**src/rtl/pulse_stretcher_pkg.sv**
```systemverilog
// Shared constants and lane-state decoding for the pulse stretcher.
// Contents:
//   WIDTH_DEF, LEN_W_DEF : default lane count and stretch-length width.
//   lane_st_e            : decoded lane state (IDLE / LAST / ACTIVE).
//   lane_state()         : maps a lane counter value onto lane_st_e.
package pulse_stretcher_pkg;

  localparam int unsigned WIDTH_DEF = 8;
  localparam int unsigned LEN_W_DEF = 4;

  typedef enum logic [1:0] {
    IDLE   = 2'd0,
    LAST   = 2'd1,
    ACTIVE = 2'd2
  } lane_st_e;

  // Callers zero-extend their counter to 32 bits, so one function serves every LEN_W.
  function automatic lane_st_e lane_state(input logic [31:0] cnt);
    if (cnt == 32'd0) begin
      return IDLE;
    end else if (cnt == 32'd1) begin
      return LAST;
    end else begin
      return ACTIVE;
    end
  endfunction

endpackage

```
**src/rtl/pulse_stretcher_if.sv**
```systemverilog
// Trigger/level bundle between the pulse producer and the stretcher.
// Signals:
//   in      : per-lane trigger pulses
//   len     : stretch length minus one, shared by all lanes
//   retrig  : 1 = trigger while busy reloads, 0 = trigger while busy is dropped
//   ovf_clr : clears all sticky overflow bits
//   out     : stretched level per lane
//   busy    : OR of out
//   ovf     : sticky per-lane dropped-trigger flag
// Modports: master drives triggers/config, slave (the stretcher) drives levels/flags.
interface pulse_stretcher_if
  import pulse_stretcher_pkg::*;
#(
  parameter int unsigned WIDTH = WIDTH_DEF,
  parameter int unsigned LEN_W = LEN_W_DEF
);

  logic [WIDTH-1:0] in;
  logic [LEN_W-1:0] len;
  logic             retrig;
  logic             ovf_clr;
  logic [WIDTH-1:0] out;
  logic             busy;
  logic [WIDTH-1:0] ovf;

  modport master (
    output in, len, retrig, ovf_clr,
    input  out, busy, ovf
  );

  modport slave (
    input  in, len, retrig, ovf_clr,
    output out, busy, ovf
  );

endinterface

```
**src/rtl/pulse_stretcher_lane.sv**
```systemverilog
// One stretcher lane: reload counter, accept/drop decision and sticky overflow bit.
// Ports:
//   clk, arstn : clock, asynchronous active-low reset
//   trig       : trigger pulse for this lane
//   len        : stretch length minus one (sampled only when a trigger is accepted)
//   retrig     : reload on trigger while ACTIVE when 1, drop it when 0
//   ovf_clr    : clear the overflow bit (a same-cycle drop wins)
//   out        : stretched level, straight from the counter register
//   ovf        : sticky dropped-trigger flag
module pulse_stretch_lane
  import pulse_stretcher_pkg::*;
#(
  parameter int unsigned LEN_W = LEN_W_DEF
) (
  input  logic             clk,
  input  logic             arstn,
  input  logic             trig,
  input  logic [LEN_W-1:0] len,
  input  logic             retrig,
  input  logic             ovf_clr,
  output logic             out,
  output logic             ovf
);

  // One bit wider than len so len = all-ones loads 2**LEN_W without wrapping.
  localparam int unsigned CW = LEN_W + 1;

  logic [CW-1:0] cnt;
  logic [CW-1:0] cnt_nxt;
  logic [CW-1:0] load;
  logic          ovf_nxt;
  logic          dropped;

  assign load = CW'(len) + CW'(1);

  always_ff @(posedge clk or negedge arstn) begin
    if (!arstn) begin
      cnt <= '0;
      ovf <= 1'b0;
    end else begin
      cnt <= cnt_nxt;
      ovf <= ovf_nxt;
    end
  end

  always_comb begin
    cnt_nxt = cnt;
    dropped = 1'b0;
    case (lane_state(32'(cnt)))
      IDLE: begin
        if (trig) cnt_nxt = load;
      end
      // Reloading in the final cycle chains stretches with no low gap.
      LAST: begin
        cnt_nxt = trig ? load : '0;
      end
      ACTIVE: begin
        if (trig && retrig) begin
          cnt_nxt = load;
        end else begin
          cnt_nxt = cnt - CW'(1);
          dropped = trig;
        end
      end
      default: cnt_nxt = '0;
    endcase

    ovf_nxt = ovf;
    if (dropped) begin
      ovf_nxt = 1'b1;
    end else if (ovf_clr) begin
      ovf_nxt = 1'b0;
    end
  end

  assign out = (cnt != '0);

endmodule

```
**src/rtl/pulse_stretcher.sv**
```systemverilog
// Per-lane pulse stretcher: turns single-cycle pulses on each lane into a level
// lasting len+1 cycles, with optional retriggering and sticky overflow flags.
// Ports:
//   clk   : single rising-edge clock
//   arstn : asynchronous active-low reset
//   bus   : pulse_stretcher_if.slave (in, len, retrig, ovf_clr -> out, busy, ovf)
module pulse_stretcher
  import pulse_stretcher_pkg::*;
#(
  parameter int unsigned WIDTH = WIDTH_DEF,
  parameter int unsigned LEN_W = LEN_W_DEF
) (
  input  logic              clk,
  input  logic              arstn,
  pulse_stretcher_if.slave  bus
);

  logic [WIDTH-1:0] out_w;
  logic [WIDTH-1:0] ovf_w;

  for (genvar i = 0; i < WIDTH; i++) begin : g_lane
    pulse_stretch_lane #(
      .LEN_W (LEN_W)
    ) u_lane (
      .clk     (clk),
      .arstn   (arstn),
      .trig    (bus.in[i]),
      .len     (bus.len),
      .retrig  (bus.retrig),
      .ovf_clr (bus.ovf_clr),
      .out     (out_w[i]),
      .ovf     (ovf_w[i])
    );
  end

  assign bus.out  = out_w;
  assign bus.ovf  = ovf_w;
  assign bus.busy = |out_w;

endmodule

```
**src/flat_wrapper.sv**
```systemverilog
// flat-port wrapper written by rule: the top's interface ports become plain ports
module pulse_stretcher_flat import pulse_stretcher_pkg::*;
#(
  parameter int unsigned WIDTH = WIDTH_DEF,
  parameter int unsigned LEN_W = LEN_W_DEF
)
  (clk, arstn, bus_in, bus_len, bus_retrig, bus_ovf_clr, bus_out, bus_busy, bus_ovf);
  pulse_stretcher_if #(.WIDTH(WIDTH), .LEN_W(LEN_W)) bus_i ();
  input  logic clk;
  input  logic arstn;
  input wire logic [$bits(bus_i.in)-1:0] bus_in;
  input wire logic [$bits(bus_i.len)-1:0] bus_len;
  input wire logic [$bits(bus_i.retrig)-1:0] bus_retrig;
  input wire logic [$bits(bus_i.ovf_clr)-1:0] bus_ovf_clr;
  output wire logic [$bits(bus_i.out)-1:0] bus_out;
  output wire logic [$bits(bus_i.busy)-1:0] bus_busy;
  output wire logic [$bits(bus_i.ovf)-1:0] bus_ovf;
  assign bus_i.in = bus_in;
  assign bus_i.len = bus_len;
  assign bus_i.retrig = bus_retrig;
  assign bus_i.ovf_clr = bus_ovf_clr;
  assign bus_out = bus_i.out;
  assign bus_busy = bus_i.busy;
  assign bus_ovf = bus_i.ovf;
  pulse_stretcher #(.WIDTH(WIDTH), .LEN_W(LEN_W)) u_core (.clk(clk), .arstn(arstn), .bus(bus_i));
endmodule
```
**config.mk**
```make
export PLATFORM = sky130hd
export DESIGN_NAME = pulse_stretcher_flat
export DESIGN_NICKNAME = d
export VERILOG_FILES = /design/src/rtl/pulse_stretcher_pkg.sv /design/src/rtl/pulse_stretcher_if.sv /design/src/rtl/pulse_stretcher_lane.sv /design/src/rtl/pulse_stretcher.sv /design/src/flat_wrapper.sv
export SDC_FILE = /design/constraint.sdc
export NUM_CORES = 1
export LEC_CHECK = 0
export ABC_CLOCK_PERIOD_IN_PS = 2460
export CORE_MARGIN = 4
export CORE_UTILIZATION = 35
export DETAILED_ROUTE_END_ITERATION = 16
export DONT_BUFFER_PORTS = 1
export PLACE_DENSITY = 0.48
export SLEW_MARGIN = 0
export SYNTH_ARGS = -nofsm -noshare
export SYNTH_HDL_FRONTEND = slang
export SYNTH_SLANG_ARGS = --single-unit
```
**constraint.sdc**
```tcl
create_clock -name clk -period 2.46 [get_ports clk]
set_clock_uncertainty 0.2 [all_clocks]
set_input_delay 0.492 -clock clk [delete_from_list [all_inputs] [get_ports clk]]
set_output_delay 0.492 -clock clk [all_outputs]
set_load 0.05 [all_outputs]
```
* Word-level counts from Yosys, hierarchy flattened
Index checks and enable logic that the tools add are counted.
** Operators by class
- $add $sub $neg :: 9
- Equal/unequal tests :: 32
- Muxes and demuxes :: 73
- Reduce and logical (&&, ||, !) cells :: 41
** Operators with widths (count)
- $mux W5 :: 24
- $pmux W5 S3 :: 8
- $eq A5 B1 Y1 const B :: 8
- $logic_not A5 Y1 :: 8
- $reduce_bool A5 Y1 :: 8
- $sub A5 B1 Y5 const B :: 8
- $mux W2 :: 16
- $mux W1 :: 25
- $eq A2 B1 Y1 const B :: 8
- $eq A2 B2 Y1 const B :: 8
- $logic_not A2 Y1 :: 8
- $ne A2 B2 Y1 const B :: 8
- $reduce_bool A2 Y1 :: 8
- $logic_and A1 B1 Y1 :: 8
- $reduce_or A8 Y1 :: 1
- $add A4 B1 Y5 const B :: 1
** Storage, ports and cells
- Flip-flop bits (word level) :: 48
- Output and inout port bits :: 17
- Word-level logic and storage cells :: 171

* Longest topological paths before layout
Gate-level depths: netlist (run 1).
- Depth after elaboration :: 6
- Depth in mapped cells :: 7
- Gate-level depth less buffers :: 6

* Cells and area by module
From an unflattened synthesis (run 1), not the netlist that was laid out.
** Unflattened totals
- Cell total of the unflattened synthesis :: 435
- Area total of the unflattened synthesis :: 3920.0 um2
** By module, submodules not included
- pulse_stretch_lane :: times used 8, cells an instance 54, area each 488.0 um2, sequential area each 150.1 um2
- pulse_stretcher :: times used 1, cells an instance 3, area each 16.3 um2, sequential area each 0.0 um2

* Worst setup path before layout (run 1)
OpenSTA, ideal clock, no wires.
- Path kind :: register to output
- Start point :: register u_core.g_lane[3].u_lane.cnt[0]
- End point :: output port bus_busy
- Arrival time :: 1.748 ns
- Data required time :: 1.768 ns
- Setup slack :: 0.020 ns
- Cell stages (with the launch flop) :: 6
- Path buffers :: 0
- Cells stage by stage :: dfrtp_1 inv_1 ha_1 or4b_1 nor4_1 nand2_1
** Between the ends
- Word-level cells in the longest chain between the ends :: 2
** Ends and longest elaborated chain
- start, declared :: line pulse_stretcher_lane.sv:28 : logic [CW-1:0] cnt;
- start signal, assigned :: line pulse_stretcher_lane.sv:41 : cnt <= cnt_nxt;
- $reduce_bool A5 Y1 :: line pulse_stretcher_lane.sv:76 : assign out = (cnt != '0);
- named net u_core.g_lane[3].u_lane.out :: line pulse_stretcher_lane.sv:21 : output logic out,
- $reduce_or A8 Y1 :: line pulse_stretcher.sv:38 : assign bus.busy = |out_w;
- end, declared :: line flat_wrapper.sv:16 : output wire logic [$bits(bus_i.busy)-1:0] bus_busy;
The timed path passes the listed nets, and every way through them passes these cells.

* Worst setup path in the final report (run 1)
- Start point :: register u_core.g_lane[7].u_lane.cnt[1]
- End point :: output port bus_busy
** Between the ends
- Word-level cells in the longest chain between the ends :: 2
** Ends and longest elaborated chain (line)
- start, declared :: pulse_stretcher_lane.sv:28
- start signal, assigned :: pulse_stretcher_lane.sv:41
- $reduce_bool A5 Y1 :: pulse_stretcher_lane.sv:76
- $reduce_or A8 Y1 :: pulse_stretcher.sv:38
No other way between the ends.

==> flow_metrics.tcl, run 1 <==
set metrics [dict create \
    yosys.area_share.simple_pct 17.5 \
    netlist.area_leader.share_pct 35.5 \
    hold_path.class "in2reg" \
    overflow 0 \
    fin_ws_ns -0.140 \
    antenna_found_initial 0 \
    cp_data_required_time_ns 1.77 \
    ys_ff_latch 48 \
    multiInputGateArea_um2 1990 \
    clk_path_buf_depth 2 \
    synth_ff_type "dfrtp_1" \
    hold_viol_final 0 \
    synth_compound_area_share_pct 22.7 \
    synth-edff-count 0 \
    cap_violations 0 \
    yosysMostFrequentCell "dfrtp_1" \
    synth-xor-area-share_pct 6.74 \
    rows 35 \
    fmax_ghz 0.385 \
    drc 0 \
    cellPowerDensity_nw_per_um2 1320 \
    leakage_nw 1.65 \
    initial_core_util_pct 36.2 \
    syn_nets 417 \
    placed_cells 505 \
    worstPathArrival_ns 1.91 \
    timing.rr.end "u_core.g_lane[3].u_lane.cnt[0]" \
    path_clk_slew_ns 0.09 \
    fillerInstances 957 \
    worstSetupEndpointType "output pin" \
    clk_latency_ns 0.30 \
    crit_start "u_core.g_lane[7].u_lane.cnt[1]" \
    grt_pass1_vias 2842 \
    dieArea_um2 11300 \
    r2r_setup_slack_ns 0.17 \
    worst_pin_slew_ns 0.525 \
    register_area_um2 1200 \
    fin_tns_setup_ns -0.140 \
    drt_iter0_markers 112 \
    cts_tree "built" \
    busiest_layer "met2" \
    period_share_pct 106 \
    crit_family "simple AND/OR/NAND/NOR gates" \
    synth_common_cells "48 x dfrtp_1, 38 x nor2_1, 25 x ha_1, 21 x inv_1" \
    cts-htree-levels 2 \
    port_buffers 0 \
    finalNonFillerCells 518 \
    finalSetupViolCount 1 \
    path_cells "inv_2 -> ha_4 -> or4b_4 -> nor4_4 -> buf_4 -> nand2_4 -> buf_8" \
    area_growth_syn_to_layout_pct 12.0 \
    ys_seq_area_share_pct 35.5 \
    crit_cells 7 \
    synth_warnings 0 \
    slowest_stage "or4b_4" \
    netlist-cell-type-count 57 \
    cts_root_buf "clkbuf_8" \
    post-route-min-period_ns 2.60 \
    synthArstFlopShare_pct 100 \
    failed_checks "negative setup slack" \
    io_pins 33 \
    die_w_um 106 \
    use_met2_pct 25.2 \
    synth_cells 376 \
    relSlewSlack_pct 65.0 \
    dp_hpwl_um 6390 \
    ant_nets 0 \
    clkSinkCount 48 \
    crit-reg2reg-launch "u_core.g_lane[3].u_lane.cnt[0]" \
    drive_gt1_share_pct 13.1 \
    crit_type "reg2out" \
    synth_top_family_by_area "compound AO/OA/AOI/OAI gates" \
    grt_max_degree 49 \
    core_area_um2 9330 \
    wire_per_inst_um 16.9 \
    synth_area_leaders "dfrtp_1 36%, ha_1 9.3%, nor2_1 4.2%, o22ai_1 3.7%, xnor2_1 3.6%" \
    n_antenna_cell 0 \
    cp_max_fo 2 \
    cp-start-kind "register" \
    track_usage_pct 15.8 \
    die_y_um 106 \
    drt-total-wl_um 8730 \
    place.gp.congestion 0.867 \
    rr_worst_depth 7 \
    synthAdderAreaFrac_pct 9.26 \
    path_buf_inv 3 \
    yosysTopAreaCell "dfrtp_1" \
    final_nets 429 \
    rsz0062_at_grt "true" \
    syn_avg_cell_area_um2 8.99 \
    grt_pass1_wl_um 14400 \
    vias 2860 \
    outcome "finished with violations" \
    grt_util_met1_pct 20.8 \
    report.final.slew_viol_count 0 \
    drt-pass1-iter-count 4 \
    synth_mux_area_share_pct 0.889 \
    ir_worst_vdd_v 0.000316 \
    cts_buffers 5 \
    crit_end "bus_busy" \
    total_power_mw 5.01 \
    use_met3_pct 3.95 \
    synth_area_um2 3380 \
    max_stage_delay_ns 0.49 \
    pre_cts_slack_ns -0.00608 \
    vias_per_cell 5.52 \
]
flip-flops by register name (all words and copies together), names as in the netlist:
register	flops
u_core.g_lane.u_lane.cnt	40
u_core.g_lane.u_lane.ovf	8
layout make-up:
cell class | instances | share of cell area, %
flip-flops and latches | 48 | 31.7
repair buffers | 31 | 6.94
inverters | 22 | 2.18
clock buffers | 8 | 2.38
well taps | 129 | 4.26
multi-input cells | 280 | 52.5
metal layers:
metal  share of wire (%)  vias up
li1                    -     1396
met1                  46     1372
met2                  45       76
met3                 6.2       16
met4                 2.4        0
met5                   0        -
layout by cell type (no fill, tap or decap), types with 3 or more instances in the layout:
| master | instances |
|---|---|
| or3_1 | 6 |
| o21ai_0 | 6 |
| a21oi_1 | 14 |
| inv_2 | 4 |
| a32o_1 | 3 |
| nand2b_1 | 3 |
| dfrtp_1 | 48 |
| ha_1 | 24 |
| nor3_1 | 13 |
| nand2_1 | 19 |
| o32a_1 | 8 |
| nor2_1 | 38 |
| nand3b_1 | 4 |
| buf_4 | 28 |
| inv_1 | 18 |
| o21a_1 | 3 |
| o221a_1 | 3 |
| and3_1 | 4 |
| o32ai_1 | 4 |
| a22o_1 | 5 |
| mux2i_1 | 3 |
| nor3b_1 | 4 |
| o21ai_1 | 15 |
| xnor2_1 | 14 |
| xor2_1 | 12 |
| nand3_1 | 12 |
| a31oi_1 | 3 |
| o22ai_1 | 20 |
| clkbuf_8 | 6 |
| o211ai_1 | 4 |
worst min-delay path by stage:
stage           startpoint                              to  slack, ns  depth (start not counted)
2_1_floorplan        arstn  u_core.g_lane[0].u_lane.cnt[0]     -0.004                          0
3_3_place_gp         arstn  u_core.g_lane[5].u_lane.cnt[2]     -0.002                          0
3_5_place_dp         arstn  u_core.g_lane[5].u_lane.cnt[3]     -0.001                          0
4_1_cts        bus_ovf_clr     u_core.g_lane[4].u_lane.ovf       0.06                          1
5_1_grt        bus_ovf_clr     u_core.g_lane[4].u_lane.ovf       0.06                          1
6_report       bus_ovf_clr     u_core.g_lane[4].u_lane.ovf       0.07                          1
where the power goes:
part	total [mW]	leakage (nW)	internal, mW	switching (mW)
sequential	1.57	0.590	1.15	0.427
clock	0.502	0.0455	0.230	0.271
combinational	2.94	1.02	1.34	1.60
stage by stage:
stage	hold slack (ns)	utilization (%)	instance area, um2
floorplan	-0.00359	-	3380
global placement	-0.00158	38.3	3570
detailed placement	-0.00134	38.3	3570
CTS	0.0645	40.5	3780
global route	0.0643	40.6	3780
finish	0.0747	40.6	3780
logic make-up after synthesis:
logic type	count (synthesis)
mux	3
simple gates	118
flops	48
fa+ha+maj	25
buf+inv	48
xor+xnor	26
compound gates	108
worst register-to-register path, cell delays in order, from the launching register on:
cell	delay, ns
dfrtp_1	0.39
inv_2	0.08
ha_1	0.16
or4b_4	0.49
buf_4	0.22
nor2_2	0.21
o32ai_1	0.13
a211o_1	0.30
what timing repair did:
item,4_1_cts,5_1_grt
buffers inserted,3,0
hold buffers,2,0
hold endpoints to repair,48,0
pin swaps,3,0
resized for setup,14,1
setup endpoints to repair,1,1
(Power assumes the default switching activity.)
==> run 2, diff against run 1 <==
- ABC_CLOCK_PERIOD_IN_PS: 2460 -> 2200
- CORE_ASPECT_RATIO: unset -> 0.8
- PLACE_DENSITY: 0.48 -> 0.5
- clock period: 2.46 -> 2.2 ns (I/O delays scaled with it)
==> run 2 against run 1 <==
  * The flow still finishes with violations (negative setup slack)
  * Cell count down 0.58%
  * Hold slack worse by 0.028 ns
  * Clock power up 58%
  * Setup slack worse by 0.076 ns
  * Die area about the same
  * Critical path depth down 2
  * Count of clock-buffer cells in the layout unchanged
  * Sequential share of layout area down 1.4 points
  * Via count up 1.4%
  * Non-clock buffer count up 11
  * First-iteration DRC count up 67%
  * Sequential power up 13%
  * Critical endpoint unchanged
==> flow_metrics.tcl, run 2 (synthesis results as in run 1) <==
set metrics [dict create \
    grt_pass1_vias 2899 \
    grt_max_degree 49 \
    holdCritStartpoint "bus_ovf_clr" \
    area_growth_syn_to_layout_pct 17.3 \
    worst_pin_slew_ns 0.661 \
    wl_met3_um 527 \
    finalNonFillerCells 515 \
    io_pins 33 \
    die_w_um 118 \
    final_nets 440 \
    relSlewSlack_pct 55.6 \
    top_layer "met4" \
    report.final.slew_viol_count 0 \
    fin_ws_ns -0.216 \
    overflow 0 \
    cp-start-kind "register" \
    vias 2899 \
    die_y_um 95.9 \
    vias_per_cell 5.63 \
    p_sw_mw 2.69 \
    cts_root_buf "clkbuf_16" \
    top_register "u_core.g_lane.u_lane.cnt" \
    r2r_setup_slack_ns -0.07 \
    slowest_stage "or4b_4" \
    cellPowerDensity_nw_per_um2 1540 \
    cap_violations 0 \
    period_share_pct 110 \
    drt-pass1-iter-count 4 \
    rows 31 \
    wl_met1_um 4270 \
    drt_iter0_markers 187 \
    clockPowerShare_pct 13.0 \
    dp_hpwl_um 6780 \
    post-route-min-period_ns 2.42 \
    place.gp.congestion 0.814 \
    leakage_nw 1.74 \
    largest_reg_flops 40 \
    worstSetupEndpointType "output pin" \
    postLayoutCoreUtil_pct 42.9 \
    p_int_mw 3.42 \
    drive_gt1_share_pct 17.0 \
    fin_tns_setup_ns -0.510 \
    power_frac_comb_pct 58.0 \
    clk_path_buf_depth 2 \
    cts_tree "built" \
    core_area_um2 9230 \
    path_clk_slew_ns 0.07 \
    worstPathArrival_ns 1.78 \
    fillerInstances 913 \
    placed_cells 496 \
    ant_nets 0 \
    crit_type "reg2out" \
    cp_data_required_time_ns 1.56 \
    track_usage_pct 16.6 \
    initial_core_util_pct 36.6 \
    dieArea_um2 11300 \
    path_cells "inv_2 -> ha_4 -> or4b_4 -> nor4_4 -> nand2_4" \
    hold_path.class "in2reg" \
    wire_per_inst_um 18.0 \
    layout_common_cells "48 x dfrtp_1, 38 x nor2_1, 36 x buf_4" \
    drc 0 \
    drt-total-wl_um 9260 \
    final_common_cell "dfrtp_1" \
    timing.rr.end "u_core.g_lane[3].u_lane.cnt[1]" \
    fmax_ghz 0.414 \
    crit-reg2reg-launch "u_core.g_lane[3].u_lane.cnt[1]" \
    seq_power_share_pct 29.0 \
    top_regs "u_core.g_lane.u_lane.cnt (40), u_core.g_lane.u_lane.ovf (8)" \
    swShare_pct 44.0 \
    cts-htree-levels 2 \
    port_buffers 0 \
    clk_latency_ns 0.28 \
    clkSinkCount 48 \
    rr_worst_depth 9 \
    ir_worst_vdd_v 0.000504 \
    failed_checks "negative setup slack" \
    cts_buffers 5 \
    whs_path_depth 1 \
    pre_cts_slack_ns 0.00879 \
    outcome "finished with violations" \
    rsz0062_at_grt "true" \
    cp_max_fo 2 \
    hold_viol_final 0 \
    grt_pass1_wl_um 15000 \
    antenna_found_initial 0 \
    hold_end "u_core.g_lane[4].u_lane.ovf" \
    finalSetupViolCount 5 \
    n_antenna_cell 0 \
    max_stage_delay_ns 0.49 \
    wl_met2_um 4250 \
]
## run 2: cell count changes in the layout (fill, tap and decap cells not counted), moves of 2 or more
cell | previous run | this run
clkbuf_8 | 6 | 1
ha_1 | 24 | 21
buf_6 | 0 | 2
clkbuf_16 | 0 | 5
buf_12 | 0 | 2
buf_4 | 28 | 36
ha_2 | 0 | 2
## run 2: worst max-delay path, delay by kind of cell, from the launching register on
kind,cells,cell delay [ns]
fa+ha+maj,1,0.13
buf+inv,1,0.08
flops,1,0.39
simple gates,3,0.89
## run 2: repair_timing
| action | CTS | global route |
|---|---|---|
| hold endpoints to repair | 48 | 0 |
| gates resized for setup | 10 | 11 |
| endpoints found under the setup margin | 3 | 6 |
| pin swaps | 1 | 1 |
| buffers inserted | 4 | 5 |
| hold buffers | 2 | 0 |
## run 2: worst max path at each step
| stage | depth (start not counted) | end | slack, ns | start |
|---|---|---|---|---|
| global route | 5 | bus_busy | -0.31 | u_core.g_lane[3].u_lane.cnt[1] |
| detailed placement | 5 | bus_busy | 0.009 | u_core.g_lane[7].u_lane.cnt[0] |
| finish | 5 | bus_busy | -0.22 | u_core.g_lane[3].u_lane.cnt[1] |
| CTS | 5 | bus_busy | -0.24 | u_core.g_lane[3].u_lane.cnt[0] |
| global placement | 5 | bus_busy | 0.03 | u_core.g_lane[7].u_lane.cnt[0] |
| floorplan | 5 | bus_busy | 0.008 | u_core.g_lane[7].u_lane.cnt[0] |
## run 2: power by group through the flow
stage	Clock, mW	Sequential, mW	Combinational, mW
3_5_place_dp	0	1.78	3.27
2_1_floorplan	0	1.58	2.73
4_1_cts	0.802	1.76	3.42
3_3_place_gp	0	1.78	3.28
5_1_grt	0.833	1.83	3.93
6_report	0.794	1.77	3.55
## run 2: layer usage
metal  vias up  global-route usage, %
met2        71                   27.9
met3        12                   3.41
met5         -                      0
met4         0                   4.98
met1      1400                   21.8
li1       1416                      -
## run 2: through the flow
step	power (mW)	hold slack [ns]	area (um2)
floorplan	4.31	-0.0556	3420
global placement	5.05	-0.0531	3630
detailed placement	5.05	-0.0530	3630
CTS	5.99	0.0467	3880
global route	6.60	0.0405	3960
finish	6.11	0.0471	3960
## run 2: final cells by class
type	instances	area, um2	share of cell area [%]
clock buffer	8	146	3.69
multi-input combinational	280	2020	50.9
timing repair buffer	42	370	9.35
sequential	48	1200	30.3
tap	115	144	3.63
inverter	22	82.6	2.08
==> run 3, diff against run 2 <==
- REMOVE_ABC_BUFFERS: unset -> 1
==> run 3 against run 2 <==
  * The flow still finishes with violations (negative setup slack)
  * Register-to-register slack better by 0.09 ns
  * Highest routed layer unchanged
  * Largest power group unchanged
  * Wire length decreased by 0.41%
  * Global-route usage is 0.39 points higher
  * Clock power increased by 0.6%
==> flow_metrics.tcl, run 3 (synthesis results as in run 1) <==
set metrics [dict create \
    cts-htree-levels 2 \
    cp_data_required_time_ns 1.56 \
    leakage_nw 1.74 \
    grt_pass1_vias 2779 \
    hold_viol_final 0 \
    dieArea_um2 11300 \
    io_pins 33 \
    initial_core_util_pct 36.6 \
    overflow 0 \
    report.final.slew_viol_count 0 \
    cts_buffers 5 \
    place.gp.congestion 0.856 \
    fmax_ghz 0.400 \
    track_usage_pct 17.0 \
    holdCritStartpoint "bus_ovf_clr" \
    rows 31 \
    port_buffers 0 \
    n_antenna_cell 0 \
    post-route-min-period_ns 2.50 \
    area_growth_syn_to_layout_pct 18.2 \
    clkSinkCount 48 \
    timing.rr.end "u_core.g_lane[3].u_lane.cnt[1]" \
    cts_root_buf "clkbuf_16" \
    crit_type "reg2out" \
    fillerInstances 888 \
    hold-worst-slack_ns 0.0265 \
    relSlewSlack_pct 67.8 \
    largest_reg_flops 40 \
    core_area_um2 9230 \
    hold_path.class "in2reg" \
    clk_latency_ns 0.30 \
    drt-pass1-iter-count 4 \
    drc 0 \
    antenna_found_initial 0 \
    die_y_um 95.9 \
    worstSetupEndpointType "output pin" \
    wire_per_inst_um 17.8 \
    rsz0062_at_grt "true" \
    ir_worst_vdd_v 0.000535 \
    vias_per_cell 5.58 \
    pre_cts_slack_ns -0.175 \
    path_clk_slew_ns 0.07 \
    top_regs "u_core.g_lane.u_lane.cnt (40), u_core.g_lane.u_lane.ovf (8)" \
    drt-total-wl_um 9220 \
    drt_iter0_markers 197 \
    period_share_pct 114 \
    total_power_mw 6.21 \
    dp_hpwl_um 6600 \
    layout_common_cells "48 x dfrtp_1, 38 x nor2_1, 38 x buf_4" \
    cp_max_fo 2 \
    r2r_setup_slack_ns 0.02 \
    crit-reg2reg-launch "u_core.g_lane[3].u_lane.cnt[1]" \
    whs_path_depth 1 \
    cellPowerDensity_nw_per_um2 1550 \
    final_nets 442 \
    cap_violations 0 \
    fin_tns_setup_ns -0.454 \
    fin_ws_ns -0.303 \
    worst_pin_slew_ns 0.478 \
    drive_gt1_share_pct 18.4 \
    top_register "u_core.g_lane.u_lane.cnt" \
    grt_pass1_wl_um 15200 \
    failed_checks "negative setup slack" \
    finalSetupViolCount 3 \
    vias 2884 \
    clk_path_buf_depth 2 \
    worstPathArrival_ns 1.86 \
    cp-start-kind "register" \
    grt_max_degree 49 \
    hold_end "u_core.g_lane[4].u_lane.ovf" \
    outcome "finished with violations" \
    die_w_um 118 \
    cts_tree "built" \
    rr_worst_depth 8 \
    final_common_cell "dfrtp_1" \
    ant_nets 0 \
]
run 3: stage by stage:
stage | utilization, % | std cells | cell area, um2
2_1_floorplan | - | 350 | 3210
3_3_place_gp | 39.4 | 502 | 3630
3_5_place_dp | 39.4 | 502 | 3630
4_1_cts | 42.2 | 515 | 3900
5_1_grt | 43.3 | 517 | 4000
6_report | 43.3 | 517 | 4000
run 3: worst max-delay path, cell delays in order, from the launching register on:
cell and delay (ns):
dfrtp_1 0.40, inv_2 0.09, ha_4 0.14, or4b_4 0.48, nor4_4 0.16, nand2_1 0.12
buf_6 0.17
run 3: layout make-up:
| type | instances | area, um2 | area share, % |
|---|---|---|---|
| multi-input combinational | 280 | 2030 | 50.9 |
| sequential | 48 | 1200 | 30.1 |
| timing repair buffer | 44 | 385 | 9.65 |
| tap | 115 | 144 | 3.60 |
| clock buffer | 5 | 125 | 3.13 |
| inverter | 22 | 82.6 | 2.07 |
| clock inverter | 3 | 23.8 | 0.595 |
run 3: per-layer routing:
metal,global-route usage [%],routed length (um),up-vias
li1,-,-,1417
met2,25.7,3980,65
met1,24.5,4670,1396
met3,4.64,514,6
met5,0,0,-
met4,3.32,61,0
run 3: timing repair:
item,4_1_cts,5_1_grt
resized for setup,13,17
setup endpoints to repair,3,7
hold buffers,2,0
pin swaps,4,2
hold endpoints to repair,48,0
buffers inserted,3,2
run 3: worst max path at each step:
stage	start	endpoint	slack, ns
after global routing	u_core.g_lane[7].u_lane.cnt[1]	bus_busy	-0.40
after detailed placement	u_core.g_lane[3].u_lane.cnt[0]	bus_busy	-0.18
after floorplan	u_core.g_lane[3].u_lane.cnt[0]	bus_busy	-0.51
after global placement	u_core.g_lane[3].u_lane.cnt[0]	bus_busy	-0.17
final	u_core.g_lane[3].u_lane.cnt[1]	bus_busy	-0.30
after CTS	u_core.g_lane[7].u_lane.cnt[0]	bus_busy	-0.30
run 3: power breakdown:
part           internal, mW  switching [mW]
combinational          1.72            1.94
sequential             1.29           0.476
clock                 0.424           0.375
